### config.mk
export PLATFORM = sky130hd
export DESIGN_NAME = vga_timing_scaler
export DESIGN_NICKNAME = d
export VERILOG_FILES = /design/src/rtl/vga_timing_scaler.sv
export SDC_FILE = /design/constraint.sdc
export NUM_CORES = 1
export LEC_CHECK = 0
export BUFFER_PORTS_ARGS = -buffer_cell sky130_fd_sc_hd__buf_4
export CAP_MARGIN = 30
export CELL_PAD_IN_SITES_DETAIL_PLACEMENT = 1
export CELL_PAD_IN_SITES_GLOBAL_PLACEMENT = 1
export CORE_AREA = 2 2 83 85
export DETAILED_ROUTE_END_ITERATION = 8
export DIE_AREA = 0 0 85 87
export GPL_TIMING_DRIVEN = 0
export PLACE_DENSITY_LB_ADDON = 0.1
export RECOVER_POWER = 50
export SLEW_MARGIN = 20
export SYNTH_ARGS = -nofsm -noshare
export SYNTH_HDL_FRONTEND = slang
export SYNTH_SLANG_ARGS = --single-unit
### constraint.sdc
create_clock -name pix_clk -period 2.7 [get_ports pix_clk]
set_input_delay 0.405 -clock pix_clk [delete_from_list [all_inputs] [get_ports pix_clk]]
set_output_delay 0.405 -clock pix_clk [all_outputs]
set_load 0.1 [all_outputs]
### src/rtl/vga_timing_scaler.sv
// VGA raster generator with integer up-scaling of a frame-buffer image window.
// Addresses are issued combinationally; sync/blank/pixel outputs are registered RD_LAT+1 clocks later.
module vga_timing_scaler #(
  parameter int RGB_W    = 9,
  parameter int H_ACTIVE = 320,
  parameter int H_FP     = 8,
  parameter int H_SYNC   = 48,
  parameter int H_BP     = 24,
  parameter int V_ACTIVE = 480,
  parameter int V_FP     = 10,
  parameter int V_SYNC   = 2,
  parameter int V_BP     = 33,
  parameter int SRC_W    = 256,
  parameter int SRC_H    = 240,
  parameter int X_SCALE  = 1,
  parameter int Y_SCALE  = 2,
  parameter int X_OFFSET = 32,
  parameter int Y_OFFSET = 0,
  parameter int SYNC_POL = 0,
  parameter int RD_LAT   = 1
) (
  input  logic                     pix_clk,
  input  logic                     rst_n,
  input  logic [RGB_W-1:0]         rgb_buf,
  output logic                     rd_en,
  output logic [$clog2(SRC_W)-1:0] pix_ptr_x,
  output logic [$clog2(SRC_H)-1:0] pix_ptr_y,
  output logic [RGB_W-1:0]         rgb,
  output logic                     hsync,
  output logic                     vsync,
  output logic                     de,
  output logic                     vblank,
  output logic                     frame_start
);
  localparam int H_TOTAL = H_ACTIVE + H_FP + H_SYNC + H_BP;
  localparam int V_TOTAL = V_ACTIVE + V_FP + V_SYNC + V_BP;
  localparam int HW  = $clog2(H_TOTAL);
  localparam int VW  = $clog2(V_TOTAL);
  localparam int XW  = $clog2(SRC_W);
  localparam int YW  = $clog2(SRC_H);
  localparam int XRW = (X_SCALE > 1) ? $clog2(X_SCALE) : 1;
  localparam int YRW = (Y_SCALE > 1) ? $clog2(Y_SCALE) : 1;
  localparam logic SYNC_ON = (SYNC_POL != 0);

  if (X_OFFSET + SRC_W * X_SCALE > H_ACTIVE) begin : g_bad_x
    $error("image window exceeds H_ACTIVE");
  end
  if (Y_OFFSET + SRC_H * Y_SCALE > V_ACTIVE) begin : g_bad_y
    $error("image window exceeds V_ACTIVE");
  end
  if (RD_LAT < 1) begin : g_bad_lat
    $error("RD_LAT must be at least 1");
  end
  if (X_SCALE < 1 || Y_SCALE < 1) begin : g_bad_scale
    $error("scale factors must be at least 1");
  end

  logic [HW-1:0]  h_cnt;
  logic [VW-1:0]  v_cnt;
  logic [XRW-1:0] x_rep;
  logic [YRW-1:0] y_rep;
  logic [XW-1:0]  ptr_x;
  logic [YW-1:0]  ptr_y;

  logic h_last, v_last, x_in, y_in, win;
  logic hs_on, vs_on, de_on, vb_on, fs_on;

  // Offset-subtract compares: a cursor before the offset wraps to a large value and falls out.
  assign h_last = (h_cnt == HW'(H_TOTAL - 1));
  assign v_last = (v_cnt == VW'(V_TOTAL - 1));
  assign x_in   = (h_cnt - HW'(X_OFFSET)) < HW'(SRC_W * X_SCALE);
  assign y_in   = (v_cnt - VW'(Y_OFFSET)) < VW'(SRC_H * Y_SCALE);
  assign win    = x_in && y_in;
  assign hs_on  = (h_cnt - HW'(H_ACTIVE + H_FP)) < HW'(H_SYNC);
  assign vs_on  = (v_cnt - VW'(V_ACTIVE + V_FP)) < VW'(V_SYNC);
  assign de_on  = (h_cnt < HW'(H_ACTIVE)) && (v_cnt < VW'(V_ACTIVE));
  assign vb_on  = (v_cnt >= VW'(V_ACTIVE));
  assign fs_on  = (h_cnt == '0) && (v_cnt == '0);

  // rd_en is a valid-only strobe (no ready): the frame buffer must return data RD_LAT clocks later.
  assign rd_en     = win;
  assign pix_ptr_x = win ? ptr_x : '0;
  assign pix_ptr_y = win ? ptr_y : '0;

  always_ff @(posedge pix_clk or negedge rst_n) begin
    if (!rst_n) begin
      h_cnt <= '0;
      v_cnt <= '0;
      x_rep <= '0;
      y_rep <= '0;
      ptr_x <= '0;
      ptr_y <= '0;
    end else begin
      h_cnt <= h_last ? '0 : h_cnt + HW'(1);
      if (h_last) v_cnt <= v_last ? '0 : v_cnt + VW'(1);

      if (win) begin
        if (x_rep == XRW'(X_SCALE - 1)) begin
          x_rep <= '0;
          ptr_x <= ptr_x + XW'(1);
        end else begin
          x_rep <= x_rep + XRW'(1);
        end
      end else begin
        x_rep <= '0;
        ptr_x <= '0;
      end

      if (h_last) begin
        if (v_last) begin
          y_rep <= '0;
          ptr_y <= '0;
        end else if (y_in) begin
          if (y_rep == YRW'(Y_SCALE - 1)) begin
            y_rep <= '0;
            ptr_y <= ptr_y + YW'(1);
          end else begin
            y_rep <= y_rep + YRW'(1);
          end
        end
      end
    end
  end

  // Delay line bits: {window, hsync, vsync, de, vblank, frame_start}, all active-high.
  logic [5:0] dly [RD_LAT];
  logic [5:0] tail;
  assign tail = dly[RD_LAT-1];

  always_ff @(posedge pix_clk or negedge rst_n) begin
    if (!rst_n) begin
      for (int i = 0; i < RD_LAT; i++) dly[i] <= '0;
      rgb         <= '0;
      hsync       <= ~SYNC_ON;
      vsync       <= ~SYNC_ON;
      de          <= 1'b0;
      vblank      <= 1'b0;
      frame_start <= 1'b0;
    end else begin
      dly[0] <= {win, hs_on, vs_on, de_on, vb_on, fs_on};
      for (int i = 1; i < RD_LAT; i++) dly[i] <= dly[i-1];
      rgb         <= tail[5] ? rgb_buf : '0;
      hsync       <= tail[4] ? SYNC_ON : ~SYNC_ON;
      vsync       <= tail[3] ? SYNC_ON : ~SYNC_ON;
      de          <= tail[2];
      vblank      <= tail[1];
      frame_start <= tail[0];
    end
  end
endmodule

==> impl_results.md <==
* Status: complete, no violations
* Max-capacitance violation count at 0
* Critical path data required time at 2.30 ns
* Clock sink count at 56
* Clock skew at between 0.007 and 0.008 ns
* Final weighted congestion in routability-driven placement at 0.783
* Fraction of registers with async set or reset after synthesis at 100%
* CTS tree: built
* Syn Std Cell Area at 0.00271 sq mm
* Maximum fanout encountered on the critical timing path at 11
* Residual DRC count at 0
* 1st-pass router iterations at 4
* Top_reg_cell synth: sky130_fd_sc_hd__dfrtp_1
* Hold-fix buffers at CTS at 0
* Post-Layout Cell Count at 400
* Num rows at 30
* Final setup fails at 0
* Initial core utilization at 41.2%
* Via count of the first global-routing pass at ~2200
* Post-detailed-route wirelength per cell at ~15 um
* Cell with the largest stage delay on the worst path: sky130_fd_sc_hd__dfrtp_1
* Arrival time at the worst endpoint at 2.10 ns
* Crit-path max cell delay at 0.53 ns
* Cell Count Post-Placement at between 300 and 400
* Post-Route Setup TNS at 0 ns
* Slew at the pin closest to its max-slew limit at 1.38 ns
* Top-count cell post-synth: sky130_fd_sc_hd__dfrtp_1
* Post-route ant nets at 0
* Die height at 87 um
* Element type at the critical path start: flop
* Die width at 85 um
* Warnings, synthesis at 0
* DPL Wire Length at 4.37 mm
* H-Tree Level Count at 2
* Vias per inst at 5.20
* Final nets at 340
* Share of final-layout standard cells stronger than drive strength 1 at 20.9%
* Area Overhead vs Synth at 18.9%
* Setup WS pre-CTS at 0.155 ns
* Count of inserted antenna diode cells at 0
* Most frequent cells after synthesis: sky130_fd_sc_hd__dfrtp_1 (54), sky130_fd_sc_hd__nand2_1 (26), sky130_fd_sc_hd__nor2_1 (24), sky130_fd_sc_hd__and3_1 (21), sky130_fd_sc_hd__inv_1 (17)
* PD cells at 444 mW/mm^2
* Top cells by area, synth: sky130_fd_sc_hd__dfrtp_1 (50%), sky130_fd_sc_hd__and3_1 (4.9%), sky130_fd_sc_hd__ha_1 (4.6%)
* Buffer levels on the longest clock path at 2
* Series of cell instances along the critical path: nor3_2 > xnor2_2 > clkbuf_2 > and3_1 > buf_4
* Fin. Hold Viols at 0
* LEAKAGE at 1.54 nW
* Sequential share of the synthesized area at approximately half
* Count of flip-flops with a built-in enable after synthesis at 0
* Clock transition at the registers of the reported paths at around 0.11 ns
* Final number of max-transition violations at 0
* Maximum number of pins on one net before global-route repair at 57
* Mapped Avg Cell Area at between 9 and 10 sq um
* Critical setup path kind: flop to output pin
* Final min period at 2.50 ns
* Peak supply drop at 0.000259 V
* Post-route total power at 1.43 mW
* CTS buffer count at 5
* Top-area cell type share of the netlist area at 49.9%
* Total track usage at 17.8%
* Final worst slack at 0.199 ns
* Distinct cell type count after synthesis at 40
* Headroom to the max-slew limit at under 10%
* Total I/O pin count at 42
* Buffer cell driving the clock tree root: sky130_fd_sc_hd__clkbuf_8
* Hold WS at between 0.2 and 0.3 ns
* Area of the die at 0.00740 sq mm
* Vias after detailed routing at 2080
* Final clock period utilization by the worst path at 92.6%
* Critical Path Sink Type: output pin
* Wire length reported by the detailed router at 6.01 mm
* Type of the tightest min-delay check: input port to flop
* Top achievable clock speed at 400 MHz
* Number of DRC markers after the initial detailed-route iteration at 80
* Wire length of the first global-routing pass at 10.4 mm
* Port buffer count at 41
* Cell count after synthesis at about 270
* Number of flip-flops and latches in the synthesized netlist at 56
* Placeable core region at roughly 0.0066 sq mm
* Initial antenna violation count at 0
* Synthesized net count at 294
* Unrepaired setup endpoints after global routing: no
* Insertion delay of the later-clocked pin in the worst-skew pair at 0.32 ns
* Total gr overflow at 0
* Synth area leader: sky130_fd_sc_hd__dfrtp_1
-- layout by cell type, fill, tap and decap left out, types with 2 or more instances in the layout --
| cell type | netlist | final |
|---|---|---|
| sky130_fd_sc_hd__or3_1 | 2 | 2 |
| sky130_fd_sc_hd__xnor2_1 | 8 | 7 |
| sky130_fd_sc_hd__nand3_1 | 9 | 9 |
| sky130_fd_sc_hd__dfrtp_1 | 54 | 54 |
| sky130_fd_sc_hd__xor2_1 | 8 | 8 |
| sky130_fd_sc_hd__o22ai_1 | 2 | 2 |
| sky130_fd_sc_hd__inv_1 | 17 | 17 |
| sky130_fd_sc_hd__nor2_1 | 24 | 24 |
| sky130_fd_sc_hd__mux2i_1 | 3 | 3 |
| sky130_fd_sc_hd__and3_1 | 21 | 21 |
| sky130_fd_sc_hd__nor3_2 | 1 | 2 |
| sky130_fd_sc_hd__ha_1 | 10 | 10 |
| sky130_fd_sc_hd__clkbuf_1 | 9 | 4 |
| sky130_fd_sc_hd__buf_4 | 0 | 40 |
| sky130_fd_sc_hd__or4_1 | 3 | 3 |
| sky130_fd_sc_hd__a21oi_1 | 10 | 10 |
| sky130_fd_sc_hd__nor3_1 | 6 | 5 |
| sky130_fd_sc_hd__o31ai_1 | 2 | 2 |
| sky130_fd_sc_hd__a21o_1 | 5 | 5 |
| sky130_fd_sc_hd__o21ai_0 | 12 | 12 |
| sky130_fd_sc_hd__dfstp_2 | 2 | 2 |
| sky130_fd_sc_hd__clkbuf_8 | 0 | 5 |
| sky130_fd_sc_hd__clkbuf_2 | 0 | 4 |
| sky130_fd_sc_hd__buf_2 | 3 | 3 |
| sky130_fd_sc_hd__nand4_1 | 5 | 5 |
| sky130_fd_sc_hd__nand2_1 | 26 | 25 |
| sky130_fd_sc_hd__inv_6 | 0 | 2 |
| sky130_fd_sc_hd__and2_1 | 10 | 5 |
| sky130_fd_sc_hd__nor4_1 | 6 | 6 |
| sky130_fd_sc_hd__and2_0 | 0 | 5 |
-- logic make-up after synthesis --
group / count (synthesis) / synth area share (%)
AOI/OAI and AO/OA: 36 / 8.14
and+or+nand+nor: 121 / 24.1
DFF: 56 / 51.9
muxes: 4 / 1.53
adders and majority gates: 10 / 4.62
xor gates and xnor gates: 16 / 5.18
buffers and inverters: 30 / 4.58
-- registers in the layout, summed over array words and instances (netlist names) --
register     count
dly              6
hsync            1
vblank           1
ptr_y            8
v_cnt           10
h_cnt            9
vsync            1
y_rep            1
de               1
rgb              9
frame_start      1
ptr_x            8
-- critical path, delay by kind of cell, from the launching register on --
kind,cells,cell delay [ns]
and+or+nand+nor,2,0.48
DFF,1,0.53
xor gates and xnor gates,1,0.20
buffers and inverters,2,0.56
-- timing repair --
item	in CTS	in global routing
setup buffers	0	0
endpoints found under the setup margin	12	12
resized for setup	4	3
-- per-stage QoR --
stage / util (%) / area [sq um]
detailed placement: 47.4 / 3110
floorplan: - / 2710
global route: 49.0 / 3220
CTS: 49.0 / 3220
global placement: 47.4 / 3110
finish: 49.0 / 3220
-- power by group --
| part | switching, mW | internal [mW] |
|---|---|---|
| combinational | 0.0731 | 0.0203 |
| sequential | 0.00200 | 0.845 |
| clock | 0.298 | 0.190 |
| total | 0.373 | 1.06 |
-- routing by layer --
layer  global-route usage [%]  up-vias  wire (um)
met1                     22.6     1012       2840
met5                        0        -          0
met3                     4.17        6        254
met4                     4.76        0         73
li1                         -     1027          -
met2                     30.8       35       2840
-- final cells by class --
| class | count | area (sq um) |
|---|---|---|
| fill | 745 | 3350 |
| clock inverter | 3 | 25.0 |
| sequential | 56 | 1400 |
| buffer | 11 | 56.3 |
| inverter | 17 | 63.8 |
| multi-input combinational | 187 | 1190 |
| tap | 80 | 100 |
| timing repair buffer | 41 | 305 |
| clock buffer | 5 | 68.8 |
-- final timing paths --
| path | end | startpoint | slack, ns | cells past startpoint |
|---|---|---|---|---|
| min in group asynchronous | rgb[8] | rst_n | 0.38 | 1 |
| setup / recovery | pix_ptr_x[5] | h_cnt[5] | 0.20 | 5 |
| max in group asynchronous | ptr_y[1] | rst_n | 1.49 | 1 |
| hold reg to reg | vblank | dly[1] | 0.36 | 0 |
| hold / removal | rgb[0] | rgb_buf[0] | 0.29 | 2 |
| setup reg to reg | v_cnt[2] | h_cnt[5] | 0.47 | 6 |
No activity file was read; power rests on OpenSTA's default activity.
